==> config.mk <==
export PLATFORM = sky130hd
export DESIGN_NAME = top_function_core
export DESIGN_NICKNAME = d
export VERILOG_FILES = /design/src/rtl/top_function_core.sv
export SDC_FILE = /design/constraint.sdc
export NUM_CORES = 2
export LEC_CHECK = 0
export CAP_MARGIN = 20
export CORE_MARGIN = 3
export CORE_UTILIZATION = 59
export DETAILED_ROUTE_END_ITERATION = 6
export PLACE_DENSITY = 0.81
export SYNTH_ARGS = -nofsm -noshare
export SYNTH_HDL_FRONTEND = slang
export SYNTH_SLANG_ARGS = --single-unit
==> constraint.sdc <==
create_clock -name clk -period 9.5 [get_ports clk]
set_input_delay 1.425 -clock clk [delete_from_list [all_inputs] [get_ports clk]]
set_output_delay 1.425 -clock clk [all_outputs]
set_load 0.02 [all_outputs]
==> src/rtl/top_function_core.sv <==
// top_function_core
//   Accelerator core that evaluates f1(n) = sum(i) and f2(n) = sum(i*i) for
//   i = 0..n-1, one iteration per clock and one series after the other.
//   It returns f1 + f2 modulo 2^DATA_WIDTH.
//
// Ports
//   clk        : system clock, rising edge
//   reset      : synchronous, active-high reset
//   start      : call request, sampled only while ready is high
//   ready      : high while idle and able to accept start
//   finish     : one-cycle pulse; return_val is valid in that cycle
//   return_val : result of the most recently completed call
//   n          : signed argument, captured when start is accepted
module top_function_core #(
  parameter int unsigned DATA_WIDTH = 32
) (
  input  logic                  clk,
  input  logic                  reset,
  input  logic                  start,
  output logic                  ready,
  output logic                  finish,
  output logic [DATA_WIDTH-1:0] return_val,
  input  logic [DATA_WIDTH-1:0] n
);

  typedef enum logic [1:0] {
    S_IDLE,
    S_F1,
    S_F2,
    S_DONE
  } state_t;

  state_t                state_q;
  state_t                state_d;
  logic [DATA_WIDTH-1:0] n_reg;
  logic [DATA_WIDTH-1:0] i_q;
  logic [DATA_WIDTH-1:0] acc1_q;
  logic [DATA_WIDTH-1:0] acc2_q;
  logic [DATA_WIDTH-1:0] acc2_next;
  logic [DATA_WIDTH-1:0] sq;
  logic                  n_pos;
  logic                  last_iter;

  // Signed n > 0 without a signed compare: sign bit clear and non-zero.
  assign n_pos     = !n[DATA_WIDTH-1] && (n != '0);
  assign last_iter = (i_q == (n_reg - DATA_WIDTH'(1)));
  assign sq        = i_q * i_q;
  assign acc2_next = acc2_q + sq;

  assign ready  = (state_q == S_IDLE);
  assign finish = (state_q == S_DONE);

  always_comb begin
    state_d = state_q;
    case (state_q)
      S_IDLE: begin
        if (start) begin
          state_d = n_pos ? S_F1 : S_DONE;
        end
      end
      S_F1: begin
        if (last_iter) begin
          state_d = S_F2;
        end
      end
      S_F2: begin
        if (last_iter) begin
          state_d = S_DONE;
        end
      end
      S_DONE: begin
        state_d = S_IDLE;
      end
      default: begin
        state_d = S_IDLE;
      end
    endcase
  end

  always_ff @(posedge clk) begin
    if (reset) begin
      state_q <= S_IDLE;
    end else begin
      state_q <= state_d;
    end
  end

  always_ff @(posedge clk) begin
    if (reset) begin
      n_reg      <= '0;
      i_q        <= '0;
      acc1_q     <= '0;
      acc2_q     <= '0;
      return_val <= '0;
    end else begin
      case (state_q)
        S_IDLE: begin
          if (start) begin
            n_reg  <= n;
            i_q    <= '0;
            acc1_q <= '0;
            acc2_q <= '0;
            if (!n_pos) begin
              return_val <= '0;
            end
          end
        end
        S_F1: begin
          acc1_q <= acc1_q + i_q;
          if (last_iter) begin
            i_q <= '0;
          end else begin
            i_q <= i_q + DATA_WIDTH'(1);
          end
        end
        S_F2: begin
          acc2_q <= acc2_next;
          i_q    <= i_q + DATA_WIDTH'(1);
          if (last_iter) begin
            // Uses acc2_next so the final square is included in this cycle.
            return_val <= acc1_q + acc2_next;
          end
        end
        default: begin
        end
      endcase
    end
  end

endmodule

==> summary.txt <==
Worst setup path
  – Critical R2R Capture: return_val[31]
  – Worst path depth: 36
  – R2r setup slk: ~0.33 ns
  – Crit path required time: just under 10 ns
  – Crit end category: flip-flop
  – RR Startpoint: i_q[0]
  – Startpoint types: flip-flop
  – Critical path's top delay family: adder cells
  – CP max stage cell: fa_1
  – Reg2reg path depth: 36
  – Path type of the worst setup path: flip-flop to flip-flop
  – Worst EP arrival: ~9.5 ns
  – Worst-path fanout max: 5
  – Worst path max stage delay: 0.55 ns
  – Critical path buffers and inverters: 8

Power
  – Leakage power: between 0.01 and 0.015 µW
  – Logic pwr share: 32.8%
  – PD cells: 80.8 mW/mm²
  – Sequential fraction of design power: 34.8%
  – Switch share: roughly 41%
  – Largest vdd supply drop: 247 µV
  – Overall power: ~2200 µW
  – NetSw: 881 µW
  – Int Power: around 1300 µW
  – Clock Power Share: approximately a third

Yosys
  – Synth Area in Simple Gates: 15.9%
  – #FFs+latches synth: ~160
  – Synth Area in XOR/XNOR: ~6.1%
  – Largest family of logic cells by synthesized area: adder cells
  – Register area share after synthesis: between 10% and 20%
  – Syn Area/Cell: around 8.7 µm²
  – Compound-gate portion of the synthesized area: roughly 11%
  – Async S/R FF share, synth: 0%
  – Post-synth cell types: 81
  – Instance count of the mapped netlist: around 2800
  – Proportion of synthesized area in mux cells: less than 1%
  – Adder-Cell Fraction of Synth Area: roughly 43%
  – Cell area after synthesis: 0.0247 mm²
  – Post-synth EDFFs: 0
  – Synth Flop Type: dfxtp_1
  – Post-synth net total: 3477
  – Yosys Warn Count: 0

Timing
  – Tmin final: about 9.2 ns
  – Fmax: roughly 110 MHz
  – Slew Viols, Final: 0
  – Setup TNS: 0 ns
  – Slew HR: 27.0%
  – Clk_skew: 0.0138 ns
  – Hold Slack: 0.473 ns
  – Final hold viol count: 0
  – Period utilization: between 90% and 100%
  – Tightest Pin Transition: 1.09 ns
  – Endpoints failing setup: 0

Layout
  – Fin nets: roughly 3500
  – Ant. Diodes: 0
  – Share of cells above drive strength 1: about 5.4%
  – FILL cells: approximately 3300
  – Final core utilization: about 65%
  – Most common cell after layout, fill and taps aside: inv_1
  – Layout area overhead: 8.60%
  – Commonest non-fill, non-tap cells in the layout: 568 x inv_1, 400 x fa_1, 251 x nand2_1
  – Design area: between 0.02 and 0.03 mm²

Placement
  – Placed wire-length estimate after detailed placement: roughly 56000 µm
  – # port buffers: slightly below 70
  – Placed Area: roughly 0.026 mm²
  – Routability cong.: slightly below 1

Clock tree
  – Clk buf depth: 2
  – Clk_lat worst skew: 0.44 ns
  – Post-CTS Hold Buffers: 0
  – Clk root buf: clkbuf_16
  – Reg clk slew, reported paths: around 0.08 ns
  – TritonCTS buffer count: 17
  – Sink Count: 162
  – H-tree Lvls: 4
  – CTS tree: done

Global routing
  – Vias in the first global route: 21100
  – Grt ovf: 0
  – Pin count of the biggest net entering global routing: ~70
  – Initial antenna violation count: 2
  – Global-route wire length before repair: 111000 µm
  – Total track usage: a little under a third

Route
  – Vias per inst: slightly below 6
  – Residual DRC: 0
  – Antenna viol nets, final: 0
  – Routed len/inst: a little over 20 µm
  – Via count: approximately 20000
  – First-pass DRT Iterations: 6
  – Starting DRC count in detailed routing: about 1800
  – Final WL: between 60000 and 70000 µm

Hold path
  – Hold Crit Start: return_val[29]
  – Worst Hold Depth: 2
  – End of the worst hold path: return_val[29]
  – Hold WC Path Type: flip-flop to flip-flop

Die
  – Num rows: 74
  – Initial Util: 60.1%
  – Die area: 0.0444 mm²
  – Top-level I/O count: between 60 and 70
  – Die X: around 210 µm
  – Core area: around 0.041 mm²
  – DIE HEIGHT: 211 µm

Flow run
  – Max_cap viols: 0

Outcome
  – Outcome: finished, final reports clean
==> layout make-up <==
class	instances	area [µm²]	area share, %
Clock buffer	17	425	1.59
Clock inverter	15	153	0.569
Inverter	571	2150	8.02
Multi-Input combinational cell	1988	18900	70.5
Sequential cell	162	3260	12.1
Tap cell	532	666	2.48
Timing Repair Buffer	138	1260	4.70
==> kinds of logic (layout without fill, tap and decap cells) <==
group / count (synthesis) / count (layout)
compound gates: 405 / 405
xor+xnor: 170 / 170
fa+ha+maj: 601 / 601
buf+inv: 691 / 741
flops: 162 / 162
mux: 13 / 13
simple gates: 799 / 799
==> routing by layer <==
| metal | global-route usage (%) | vias to the layer above | wire length (µm) |
|---|---|---|---|
| met4 | 12.6 | 4 | 3090 |
| li1 | - | 9072 | - |
| met1 | 41.1 | 9901 | 26400 |
| met2 | 53.2 | 967 | 33000 |
| met3 | 5.88 | 208 | 6430 |
| met5 | 0 | - | 18 |
==> metrics by stage <==
step           setup WS [ns]  cells
2_1_floorplan          0.492   2841
3_3_place_gp           0.360   3386
3_5_place_dp           0.181   3386
4_1_cts                0.126   3418
5_1_grt              -0.0347   3423
6_report               0.325   3423
==> worst reg2reg max path: cells and delay by family (launching register included) <==
kind | cells | cell delay, ns
DFF | 1 | 0.43
xor gates and xnor gates | 2 | 0.39
adders and majority gates | 10 | 4.71
AOI/OAI and AO/OA | 11 | 2.23
and+or+nand+nor | 5 | 0.84
buffers and inverters | 8 | 0.44
==> cells in the mapped netlist, types with 25 or more instances <==
cell / n / area, µm²
inv_1: 570 / 2140
fa_1: 400 / 8010
nand2_1: 251 / 942
ha_1: 201 / 2510
nor2_1: 179 / 672
dfxtp_1: 162 / 3240
a21oi_1: 121 / 606
and2_1: 118 / 738
xnor2_1: 118 / 1030
clkbuf_1: 100 / 375
o21ai_0: 54 / 270
xor2_1: 51 / 447
a22oi_1: 46 / 345
a21o_1: 40 / 300
nand3_1: 38 / 190
nor3_1: 37 / 185
nor2b_1: 31 / 194
nor4_1: 26 / 163
nand2b_1: 25 / 156
==> worst max-delay path by stage <==
stage	from	end	slack, ns
final	i_q[0]	return_val[31]	0.33
after global placement	i_q[2]	return_val[27]	0.36
after detailed placement	i_q[2]	return_val[27]	0.18
after CTS	i_q[2]	return_val[27]	0.13
after global routing	i_q[3]	return_val[30]	-0.03
after floorplan	i_q[11]	return_val[31]	0.49
==> what timing repair did <==
action	CTS	global route
resized for setup	0	37
setup endpoints to repair	0	9
buffers inserted	0	3
==> power groups by stage <==
stage / Sequential, µW / Clock, µW / Combinational [µW]
global route: 759 / 734 / 759
floorplan: 749 / 0 / 528
finish: 754 / 702 / 711
CTS: 752 / 703 / 685
detailed placement: 768 / 0 / 681
global placement: 765 / 0 / 671
Power figures use the tool's default switching activity.
